<file path="src/rtl/mem_arbiter_rr.sv">
// Round-robin main-memory arbiter with an integrated block-fill engine for NUM_REQ caches plus a write-through port.
// Define ARB_CWF_EN to issue and return each fill critical-word-first, wrapping within the block.
module mem_arbiter_rr #(
  parameter int unsigned NUM_REQ     = 2,
  parameter int unsigned ADDR_W      = 16,
  parameter int unsigned DATA_W      = 16,
  parameter int unsigned BLOCK_WORDS = 8
) (
  input  logic                      clk,
  input  logic                      rst,
  input  logic [NUM_REQ-1:0]        miss_req,
  input  logic [NUM_REQ*ADDR_W-1:0] miss_addr,
  output logic [DATA_W-1:0]         fill_data,
  output logic [ADDR_W-1:0]         fill_addr,
  output logic [NUM_REQ-1:0]        fill_we,
  output logic [NUM_REQ-1:0]        fill_tag_we,
  output logic                      busy,
  output logic                      stall_n,
  input  logic                      wr_en,
  input  logic [ADDR_W-1:0]         wr_addr,
  input  logic [DATA_W-1:0]         wr_data,
  output logic                      wr_ready,
  output logic [ADDR_W-1:0]         mem_addr,
  output logic                      mem_rd,
  output logic                      mem_wr,
  output logic [DATA_W-1:0]         mem_wdata,
  input  logic [DATA_W-1:0]         mem_rdata,
  input  logic                      mem_rvalid
);
  localparam int unsigned STEP      = DATA_W / 8;
  localparam int unsigned WORD_W    = $clog2(BLOCK_WORDS);
  localparam int unsigned CNT_W     = WORD_W + 1;
  localparam int unsigned GNT_W     = $clog2(NUM_REQ);
  localparam int unsigned BLK_BYTES = BLOCK_WORDS * STEP;

  localparam logic [ADDR_W-1:0] BLK_MASK = ~ADDR_W'(BLK_BYTES - 1);
  localparam logic [ADDR_W-1:0] STEP_A   = ADDR_W'(STEP);
  localparam logic [CNT_W-1:0]  LAST_CNT = CNT_W'(BLOCK_WORDS - 1);
  localparam logic [GNT_W-1:0]  LAST_REQ = GNT_W'(NUM_REQ - 1);

  typedef enum logic [1:0] {IDLE, ISSUE, DRAIN, DONE} state_t;

  state_t            state_q, state_d;
  logic [CNT_W-1:0]  issue_cnt_q, issue_cnt_d;
  logic [CNT_W-1:0]  rx_cnt_q, rx_cnt_d;
  logic [GNT_W-1:0]  rr_ptr_q, rr_ptr_d;
  logic [GNT_W-1:0]  grant_q, grant_d;
  logic [ADDR_W-1:0] base_q, base_d;

  logic [WORD_W-1:0] issue_word;
  logic [WORD_W-1:0] rx_word;
  logic [GNT_W-1:0]  pick;
  logic              pick_vld;
  logic [ADDR_W-1:0] pick_addr;
  logic [ADDR_W-1:0] req_addr [NUM_REQ];

  for (genvar i = 0; i < NUM_REQ; i++) begin : g_addr
    assign req_addr[i] = miss_addr[i*ADDR_W +: ADDR_W];
  end
  assign pick_addr = req_addr[pick];

  // Requester index k positions above ptr, wrapping at NUM_REQ.
  function automatic logic [GNT_W-1:0] rr_idx(input logic [GNT_W-1:0] ptr, input int k);
    int s;
    s = int'(ptr) + k;
    if (s >= int'(NUM_REQ)) s = s - int'(NUM_REQ);
    return GNT_W'(s);
  endfunction

  // Scan downward so the nearest requester at or above rr_ptr wins.
  always_comb begin
    pick     = '0;
    pick_vld = 1'b0;
    for (int k = int'(NUM_REQ) - 1; k >= 0; k--) begin
      if (miss_req[rr_idx(rr_ptr_q, k)]) begin
        pick     = rr_idx(rr_ptr_q, k);
        pick_vld = 1'b1;
      end
    end
  end

`ifdef ARB_CWF_EN
  logic [WORD_W-1:0] offset_q, offset_d;

  // Word offset of the missing address, latched at grant; counters walk the block from it.
  always_comb begin
    offset_d = offset_q;
    if (state_q == IDLE && !wr_en && pick_vld)
      offset_d = WORD_W'(pick_addr >> $clog2(STEP));
  end

  always_ff @(posedge clk) begin
    if (rst) offset_q <= '0;
    else     offset_q <= offset_d;
  end

  assign issue_word = WORD_W'(issue_cnt_q) + offset_q;
  assign rx_word    = WORD_W'(rx_cnt_q) + offset_q;
`else
  assign issue_word = WORD_W'(issue_cnt_q);
  assign rx_word    = WORD_W'(rx_cnt_q);
`endif

  always_ff @(posedge clk) begin
    if (rst) begin
      state_q     <= IDLE;
      issue_cnt_q <= '0;
      rx_cnt_q    <= '0;
      rr_ptr_q    <= '0;
      grant_q     <= '0;
      base_q      <= '0;
    end else begin
      state_q     <= state_d;
      issue_cnt_q <= issue_cnt_d;
      rx_cnt_q    <= rx_cnt_d;
      rr_ptr_q    <= rr_ptr_d;
      grant_q     <= grant_d;
      base_q      <= base_d;
    end
  end

  always_comb begin
    state_d     = state_q;
    issue_cnt_d = issue_cnt_q;
    rx_cnt_d    = rx_cnt_q;
    rr_ptr_d    = rr_ptr_q;
    grant_d     = grant_q;
    base_d      = base_q;
    fill_data   = '0;
    fill_addr   = '0;
    fill_we     = '0;
    fill_tag_we = '0;
    wr_ready    = 1'b0;
    mem_addr    = '0;
    mem_rd      = 1'b0;
    mem_wr      = 1'b0;
    mem_wdata   = '0;

    case (state_q)
      IDLE: begin
        if (wr_en) begin
          mem_wr    = 1'b1;
          mem_addr  = wr_addr;
          mem_wdata = wr_data;
          wr_ready  = 1'b1;
        end else if (pick_vld) begin
          grant_d     = pick;
          base_d      = pick_addr & BLK_MASK;
          issue_cnt_d = '0;
          rx_cnt_d    = '0;
          state_d     = ISSUE;
        end
      end
      ISSUE: begin
        mem_rd      = 1'b1;
        mem_addr    = base_q + ADDR_W'(issue_word) * STEP_A;
        issue_cnt_d = issue_cnt_q + CNT_W'(1);
        if (issue_cnt_q == LAST_CNT) state_d = DRAIN;
      end
      DRAIN: begin
        state_d = DRAIN;
      end
      DONE: begin
        fill_tag_we[grant_q] = 1'b1;
        rr_ptr_d             = (grant_q == LAST_REQ) ? '0 : grant_q + GNT_W'(1);
        state_d              = IDLE;
      end
      default: state_d = IDLE;
    endcase

    // Returns pass straight through to the granted cache; the last one may land on the last issue cycle.
    if ((state_q == ISSUE || state_q == DRAIN) && mem_rvalid) begin
      fill_we[grant_q] = 1'b1;
      fill_data        = mem_rdata;
      fill_addr        = base_q + ADDR_W'(rx_word) * STEP_A;
      rx_cnt_d         = rx_cnt_q + CNT_W'(1);
      if (rx_cnt_q == LAST_CNT) state_d = DONE;
    end
  end

  assign busy    = (state_q != IDLE);
  assign stall_n = ~(busy | (|miss_req));

endmodule

</file>
<file path="config.mk">
export PLATFORM = sky130hd
export DESIGN_NAME = mem_arbiter_rr
export DESIGN_NICKNAME = d
export VERILOG_FILES = /design/src/rtl/mem_arbiter_rr.sv
export SDC_FILE = /design/constraint.sdc
export NUM_CORES = 1
export LEC_CHECK = 0
export BUFFER_PORTS_ARGS = -buffer_cell sky130_fd_sc_hd__buf_2
export CELL_PAD_IN_SITES_DETAIL_PLACEMENT = 0
export CELL_PAD_IN_SITES_GLOBAL_PLACEMENT = 2
export CORE_ASPECT_RATIO = 0.75
export CORE_MARGIN = 10
export CORE_UTILIZATION = 16
export CTS_CLUSTER_DIAMETER = 30
export CTS_CLUSTER_SIZE = 10
export DETAILED_ROUTE_END_ITERATION = 8
export PLACE_DENSITY = 0.73
export SLEW_MARGIN = 20
export SYNTH_ARGS = -nofsm -noshare
export SYNTH_HDL_FRONTEND = slang
export SYNTH_SLANG_ARGS = --single-unit
</file>
<file path="constraint.sdc">
create_clock -name clk -period 1.8 [get_ports clk]
set_clock_uncertainty 0.2 [all_clocks]
set_input_delay 0.09 -clock clk [delete_from_list [all_inputs] [get_ports clk]]
set_output_delay 0.09 -clock clk [all_outputs]
set_load 0.05 [all_outputs]
</file>
Yosys cells after proc, flatten, opt, wreduce, memory -nomap -nowiden
Index checks and enable logic that the tools add are counted.
- flip-flop bits (word level): 24
- bits of input ports: 86
- output and inout bits: 73
- logic and storage cells: 83
- add/subtract/negate cells: 8
- $lt $le $gt $ge: 7
- eq/ne operators: 8
- multiplexer cells: 38
- bitwise operators: 4
- reduce and logical (&&, ||, !) cells: 12
- operators by type and width (kind ; number):
    $mux W16 ; 8
    $add A16 B4 Y16 ; 2
    $pmux W16 S2 ; 1
    $mux W4 ; 4
    $mux W1 ; 15
    $mux W2 ; 7
    $reduce_and A3 Y1 ; 3
    $add A4 B1 Y4 const B ; 2
    $eq A4 B3 Y1 const B ; 2
    $pmux W2 S4 ; 1
    $pmux W4 S2 ; 1
    $reduce_bool A2 Y1 ; 4
    $lt A1 B2 Y1 const B ; 3
    $eq A2 B2 Y1 const B ; 2
    $ge A2 B2 Y1 const B ; 2
    $ne A2 B2 Y1 const B ; 2
    $add A1 B1 Y2 const B ; 1
    $eq A2 B1 Y1 const B ; 1
    $ge A1 B2 Y1 const B ; 1
    $logic_and A1 B1 Y1 ; 2
    $logic_not A2 Y1 ; 1
    $ne A2 B1 Y1 const B ; 1
    $not A1 Y1 ; 2
    $not A1 Y2 ; 1
    7 further kinds ; 8

Logic depth before layout (Yosys ltp)
Gate-level depths: netlist of the first run.
- depth in word-level cells: 12
- depth in mapped cells: 8
- gate-level depth less buffers: 6

Worst setup path after synthesis of the first run
Ideal clock, no wire load.
- path kind: register to output
- from: reg state_q[1]
- to: out mem_addr[12]
- arrival: 1793 ps
- required time: 1510 ps
- slack: -283 ps
- cell stages (with the launch flop): 7
- path buffers: 2
- cell sequence: dfxtp_1 -> inv_1 -> ha_1 -> and2_1 -> clkbuf_1 -> buf_2 -> a22o_1
- word-level cells in the longest chain between the ends: 2
- elaborated cells on any way between the ends: 3
- those cells by class: 1 x eq/ne; 1 x mux; 1 x reduce/logical
- RTL lines (what ; line ; text):
    start, declared ; 43 ; state_t state_q, state_d;
    start signal, assigned ; 113 ; state_q <= state_d;
    $eq A2 B1 Y1 or $logic_not A2 Y1 (tied branches) ; 139 ; case (state_q)
    $pmux W16 S2 * ; 139 ;
    end, declared ; 23 ; output logic [ADDR_W-1:0] mem_addr,
Every way passes the cells marked *; elsewhere a longest branch is shown, timed or not.

Worst setup path after layout of the first run
- from: reg state_q[1]
- to: out mem_addr[15]
The elaborated chain is that of the path after synthesis.

==> summary.md, run 1 <==
| Metric | Value |
|---|---|
| Number of global-route vias before repair | `2302` |
| Post-synthesis instance area | `1740 sq um` |
| Routed vias/inst | `4.38` |
| H-Tree Depth | `1` |
| Boundary pin count | `159` |
| Worst flop-to-flop path endpoint | `base_q[5]` |
| Worst EP arrival | `1520 ps` |
| Insertion delay to the later sink of the worst-skew pair | `260 ps` |
| TritonCTS buffer count | `3` |
| Launch point of the worst reg-to-reg path | `state_q[0]` |
| Fmax | `552 MHz` |
| Post-synthesis area per instance | `7.97 sq um` |
| Top flip-flop cell by instance count after synthesis | `sky130_fd_sc_hd__dfxtp_1` |
| Std-Cell Core Area | `10500 sq um` |
| Post-synthesis cell type count | `33` |
| Row count | `32` |
| Overflow after GRT | `0` |
| Initial Utilization | `16.6%` |
| Maximum number of pins on one net before global-route repair | `35` |
| Capturing element type of the critical path | `primary output` |
| PD cells | `630 nW/um^2` |
| Cells along the critical path | `inv_4, ha_4, and2_4, clkbuf_16, a22o_4, buf_8` |
| Number of synthesis warnings | `0` |
| Share of layout cells above drive strength 1 | `58.3%` |
| Final critical path time including I/O delays and setup | `1810 ps` |
| TritonCTS clock tree | `yes` |
| Max-capacitance violation count | `0` |
| Crit path largest cell delay | `350 ps` |
| Period utilization | `101%` |
| Antenna violations before repair | `0` |
| Critical hold path startpoint | `miss_addr[27]` |
| DP Wirelength | `6.39 mm` |
| Peak fanout along the critical path | `4` |
| Root Driver | `sky130_fd_sc_hd__clkbuf_16` |
| Cell area after placement | `2770 sq um` |
| Result of the run | `complete, but fails checks` |
| Final setup vio count | `11` |
| Area grow syn2layout | `116%` |
| Flop and latch count out of synthesis | `24` |
| Proportion of register bits with asynchronous set or reset after synthesis | `0%` |
| Maximum buffer depth of the clock tree | `2` |
| Wire length per cell | `17.7 microns` |
| Cell count after synthesis | `218` |
| Type of element launching the critical path | `flop` |
| Number of enable flip-flop cells after synthesis | `0` |
| Failing checks | `hold timing, setup timing` |
| Worst hold path stage count | `3` |
| Post-placement setup slack | `41.5 ps` |
| Kind of critical path | `reg -> out` |
| Global-route wire length before repair | `12.8 mm` |
| Worst setup slack for register-to-register paths | `50 ps` |
| Proportion of synthesized chip area in sequential cells | `27.6%` |
| Via count | `2279` |
| Post-detailed-routing wire length | `9.18 mm` |
| RSZ-0062 raised after global routing | `yes` |
| Overall fraction of global-route tracks in use | `10.1%` |
| Horizontal die dimension | `140 microns` |
| Required @ worst endpoint | `1510 ps` |
| # fillers | `1044` |
| Diodes inserted | `0` |
| Port Buffers | `149` |
| Die outline height | `110 microns` |
| Worst IR Drop VDD | `0.369 mV` |
| Final Hold Vio Count | `2` |
| Final critical-path setup slack | `-12.8 ps` |
| R2R cell count | `7` |
| Transition time at the pin with the least slew margin | `587 ps` |
| ANT nets after route | `0` |
| Remaining DRCs | `0` |
| Total nets after synthesis | `310` |
| Number of detailed-routing iterations run before antenna repair | `4` |
| Rel. slew slack | `60.9%` |
| Number of clock sinks | `24` |
| Clk pin slew, worst setup/hold paths | `70 ps` |
| Net total in the final layout | `477` |
| Layout Cell Area excl Fill | `3760 sq um` |
| Static leakage | `1.94 nW` |
| Final Slew Violations | `0` |
| Worst Hold Slack | `-7.34 ps` |
| Total die area | `15500 sq um` |
| Crit-path slowest cell | `sky130_fd_sc_hd__dfxtp_2` |
| Weighted congestion reported at the end of routability-driven placement | `0.783` |
| Endpoint with the worst hold slack | `base_q[11]` |
| Worst hold path type | `in -> reg` |
| DRT iter0 DRCs | `123` |
[placed cells by master, fill, tap and decap left out, types with 10 or more instances in the layout]
cell type,count
sky130_fd_sc_hd__buf_8,20
sky130_fd_sc_hd__dlygate4sd3_1,15
sky130_fd_sc_hd__and3_1,31
sky130_fd_sc_hd__a21oi_1,11
sky130_fd_sc_hd__a22o_4,15
sky130_fd_sc_hd__and3_2,10
sky130_fd_sc_hd__mux2i_1,12
sky130_fd_sc_hd__buf_6,32
sky130_fd_sc_hd__a211oi_1,12
sky130_fd_sc_hd__dfxtp_1,22
sky130_fd_sc_hd__buf_2,82
sky130_fd_sc_hd__nor2_1,18
sky130_fd_sc_hd__buf_4,24
[where the power goes]
group / leakage (nW) / switching (mW) / internal [mW] / total, mW
registers: 0.197 / 0.0321 / 0.564 / 0.596
logic: 1.69 / 0.638 / 0.480 / 1.12
clock network: 0.0511 / 0.209 / 0.443 / 0.652
total: 1.94 / 0.880 / 1.49 / 2.37
[cell families (layout without fill, tap and decap cells)]
| kind of cell | Yosys count | in the layout | share of synthesized area, % |
|---|---|---|---|
| DFF | 24 | 24 | 27.6 |
| muxes | 12 | 12 | 6.91 |
| adders and majority gates | 6 | 6 | 4.32 |
| AOI/OAI and AO/OA | 50 | 50 | 20.4 |
| buffers and inverters | 27 | 191 | 8.21 |
| other | 1 | 1 | 0.216 |
| and+or+nand+nor | 98 | 100 | 32.3 |
[metrics by stage]
stage	hold slack [ps]	utilization [%]	setup TNS [ps]	cells	power, mW
6_report	-7.34	36.0	-81.9	520	2.37
5_1_grt	10.5	36.0	-1390	520	2.48
4_1_cts	3.86	32.8	-87.7	516	2.28
3_5_place_dp	243	26.5	0	493	1.45
3_3_place_gp	234	26.5	0	493	1.45
2_1_floorplan	-37.2	-	-328	218	1.20
[final cells by class]
cell class / count / area, sq um / area share (%)
sequential: 24 / 483 / 12.9
multi-input combinational: 169 / 1380 / 36.6
tap: 136 / 170 / 4.53
timing repair buffer: 183 / 1610 / 42.8
inverter: 4 / 17.5 / 0.466
clock buffer: 3 / 75.1 / 2.00
clock inverter: 1 / 30.0 / 0.799
[cells in the mapped netlist (4+ instances only)]
| library cell | n | area [sq um] |
|---|---|---|
| sky130_fd_sc_hd__nand2_1 | 7 | 26.3 |
| sky130_fd_sc_hd__dfxtp_1 | 24 | 480 |
| sky130_fd_sc_hd__a22o_1 | 15 | 131 |
| sky130_fd_sc_hd__nor2_1 | 20 | 75.1 |
| sky130_fd_sc_hd__ha_1 | 6 | 75.1 |
| sky130_fd_sc_hd__inv_1 | 4 | 15.0 |
| sky130_fd_sc_hd__and3_1 | 50 | 313 |
| sky130_fd_sc_hd__a211oi_1 | 12 | 90.1 |
| sky130_fd_sc_hd__clkbuf_1 | 14 | 52.6 |
| sky130_fd_sc_hd__mux2i_1 | 12 | 120 |
| sky130_fd_sc_hd__o21ai_0 | 4 | 20.0 |
| sky130_fd_sc_hd__nand3b_1 | 4 | 30.0 |
| sky130_fd_sc_hd__a21oi_1 | 11 | 55.1 |
| sky130_fd_sc_hd__buf_6 | 4 | 45.0 |
[worst max-delay path: cells and delay by family, from the launching register on]
kind	cells	cell delay, ps
AO/OA/AOI/OAI	1	220
adder cells (fa/ha/maj)	1	150
buffers and inverters	3	370
flip-flops	1	350
AND/OR/NAND/NOR	1	170
[how the worst max path moves through the flow]
stage	from	to	depth (start not counted)
after floorplan	state_q[1]	mem_addr[12]	6
after global placement	state_q[1]	base_q[9]	6
after detailed placement	state_q[1]	base_q[11]	6
after CTS	state_q[1]	mem_addr[9]	6
after global routing	state_q[1]	mem_addr[1]	6
final	state_q[1]	mem_addr[15]	6
[metal layers]
metal  GRT usage, %  up-vias  share of wire, %
met3           3.55        8               6.3
met2           18.3       65                52
li1               -     1134                 -
met4           1.91        0               1.3
met1           11.3     1072                40
met5              0        -                 0
[flip-flops by register name (all words and copies together), names as in the netlist]
signal	cells
state_q	2
base_q	12
rr_ptr_q	1
rx_cnt_q	4
grant_q	1
issue_cnt_q	4
[what timing repair did]
| item | 4_1_cts | 5_1_grt |
|---|---|---|
| pin swaps | 9 | 9 |
| setup endpoints to repair | 67 | 81 |
| gates resized for setup | 110 | 67 |
| hold buffers | 15 | 0 |
| endpoints found under the hold margin | 9 | 0 |
| gates cloned | 1 | 5 |
| setup buffers | 3 | 0 |
Note: power is estimated with default switching activity, not from simulation.
==> inputs of run 2 (changes only) <==
--- a/config.mk
+++ b/config.mk
@@ -15,6 +15,8 @@
 export CTS_CLUSTER_SIZE = 10
 export DETAILED_ROUTE_END_ITERATION = 8
 export PLACE_DENSITY = 0.73
+export RECOVER_POWER = 50
+export SKIP_CTS_REPAIR_TIMING = 1
 export SLEW_MARGIN = 20
 export SYNTH_ARGS = -nofsm -noshare
 export SYNTH_HDL_FRONTEND = slang
==> run 2 against run 1 <==
Sequential share of layout area grew 1.6 points. Total power shrank 5.6%. Worst setup slack lost 20 ps. The run still ends with hold timing, setup timing left. Largest cell class is now multi-input gates. Flip-flop and latch count is the same. Maximum frequency shrank 1.1%. Combinational power shrank 12%. Core utilization shrank 4.1 points. Cell area shrank 11%. Critical path type unchanged. Die area is the same. First-iteration DRC count shrank 30%.
==> summary.md, run 2 (synthesized netlist as in run 1, its figures left out) <==
| Metric | Value |
|---|---|
| Period utilization | `102%` |
| Fmax | `546 MHz` |
| Diodes inserted | `0` |
| Int Pwr | `1.40 mW` |
| Std-Cell Core Area | `10500 sq um` |
| Boundary pin count | `159` |
| Switching share of power | `37.5%` |
| Root Driver | `sky130_fd_sc_hd__clkbuf_16` |
| Cell class contributing the biggest share of worst-path delay | `buffers and inverters` |
| Setup TNS | `-355 ps` |
| ANT nets after route | `0` |
| Maximum buffer depth of the clock tree | `2` |
| Fraction of power consumed by sequential logic | `26.6%` |
| Relative contribution of combinational cells to total power | `44.2%` |
| DP Wirelength | `6.39 mm` |
| Die outline height | `110 microns` |
| Share of layout cells above drive strength 1 | `57.7%` |
| Commonest cells after routing, fill and taps aside | `100 x sky130_fd_sc_hd__buf_2, 37 x sky130_fd_sc_hd__and3_1, 35 x sky130_fd_sc_hd__buf_6` |
| Maximum number of pins on one net before global-route repair | `35` |
| DRT iter0 DRCs | `86` |
| Max-capacitance violation count | `0` |
| Post-detailed-routing wire length | `8.30 mm` |
| Worst IR Drop VDD | `0.364 mV` |
| Horizontal die dimension | `140 microns` |
| Remaining DRCs | `0` |
| Transition time at the pin with the least slew margin | `542 ps` |
| Global-route wire length before repair | `11.9 mm` |
| Result of the run | `complete, but fails checks` |
| Top Registers | `base_q: 12 flops, issue_cnt_q: 4 flops, rx_cnt_q: 4 flops` |
| Reg with most FFs | `base_q` |
| Insertion delay to the later sink of the worst-skew pair | `260 ps` |
| TritonCTS clock tree | `yes` |
| Number of clock sinks | `24` |
| Weighted congestion reported at the end of routability-driven placement | `0.783` |
| Number of buffers and inverters on the critical path | `3` |
| Port Buffers | `149` |
| Worst hold path type | `in -> reg` |
| Final critical-path setup slack | `-32.4 ps` |
| Final Slew Violations | `0` |
| Clock share of power | `29.2%` |
| Net total in the final layout | `455` |
| Overall fraction of global-route tracks in use | `9.32%` |
| Largest register FFs | `12` |
| Type of element launching the critical path | `flop` |
| Final Hold Vio Count | `10` |
| Number of detailed-routing iterations run before antenna repair | `4` |
| Wire length per cell | `16.7 microns` |
| Most frequent standard cell in the layout excluding fill and tap cells | `sky130_fd_sc_hd__buf_2` |
| Initial Utilization | `16.6%` |
| Rel. slew slack | `63.8%` |
| Area grow syn2layout | `91.8%` |
| Antenna violations before repair | `0` |
| Routed vias/inst | `4.26` |
| Required @ worst endpoint | `1510 ps` |
| Final critical path time including I/O delays and setup | `1830 ps` |
| Kind of critical path | `reg -> out` |
| Via count | `2120` |
| Worst Hold Slack | `-26.2 ps` |
| Net switching component of the power | `837 uW` |
| Capturing element type of the critical path | `primary output` |
| Crit path largest cell delay | `350 ps` |
| TritonCTS buffer count | `3` |
| Number of global-route vias before repair | `2160` |
| Overflow after GRT | `0` |
| Clk pin slew, worst setup/hold paths | `70 ps` |
| Final core utilization | `31.9%` |
| Final setup vio count | `15` |
| H-Tree Depth | `1` |
| Static leakage | `1.80 nW` |
| PD cells | `670 nW/um^2` |
| Row count | `32` |
| RSZ-0062 raised after global routing | `yes` |
| Failing checks | `hold timing, setup timing` |
| Peak fanout along the critical path | `8` |
| Worst EP arrival | `1540 ps` |
| Total die area | `15500 sq um` |
| Cells along the critical path | `inv_4, ha_4, and2_4, clkbuf_16, a22o_4, buf_8` |
| Crit-path slowest cell | `sky130_fd_sc_hd__dfxtp_2` |
-- run 2: cell count changes in the layout (fill, tap and decap cells not counted), moves of 6 or more --
cell,delta
sky130_fd_sc_hd__buf_8,-12
sky130_fd_sc_hd__buf_2,+18
sky130_fd_sc_hd__and3_1,+6
sky130_fd_sc_hd__and3_4,-6
sky130_fd_sc_hd__buf_4,-12
sky130_fd_sc_hd__dlygate4sd3_1,-15
-- run 2: layout make-up --
| cell class | count | area [sq um] |
|---|---|---|
| repair buffers | 163 | 1260 |
| multi-input cells | 167 | 1300 |
| clock inverters | 1 | 30.0 |
| flip-flops and latches | 24 | 483 |
| fillers | 1073 | 7120 |
| well taps | 136 | 170 |
| clock buffers | 3 | 75.1 |
| inverters | 4 | 17.5 |
-- run 2: routing by layer --
layer  track usage, %  wire length, microns  vias to the layer above
met4             1.91                    63                        0
met3             3.76                   571                        4
li1                 -                     -                     1088
met5                0                     0                        -
met1             10.6                  3340                      971
met2             16.3                  4320                       57
-- run 2: worst reg2reg max path: stages, from the launching register on --
cell,delay (ps)
sky130_fd_sc_hd__dfxtp_2,340
sky130_fd_sc_hd__inv_4,80
sky130_fd_sc_hd__ha_4,160
sky130_fd_sc_hd__nor2b_4,190
sky130_fd_sc_hd__and2_4,330
sky130_fd_sc_hd__nor2_1,80
sky130_fd_sc_hd__a211oi_1,210
-- run 2: through the flow --
stage	worst slack (ps)	cell area [sq um]	instances	power, mW
2_1_floorplan	-70.3	1820	218	1.20
3_3_place_gp	85.6	2770	493	1.45
3_5_place_dp	41.5	2770	493	1.45
4_1_cts	-227	2880	497	2.11
5_1_grt	-75.1	3330	498	2.34
6_report	-32.4	3330	498	2.23
-- run 2: path summary, 6_finish.rpt --
kind,startpoint,cells after the start,slack [ps],endpoint
max,state_q[1],6,-30,mem_addr[13]
min,miss_addr[29],3,-30,base_q[13]
max reg2reg,state_q[1],6,130,base_q[11]
min reg2reg,rx_cnt_q[3],2,300,rx_cnt_q[3]
-- run 2: power groups by stage --
stage	logic (mW)	clock network (mW)	registers (mW)
finish	0.988	0.652	0.594
global route	1.05	0.689	0.600
CTS	0.851	0.667	0.591
detailed placement	0.849	0	0.604
global placement	0.846	0	0.602
floorplan	0.603	0	0.595
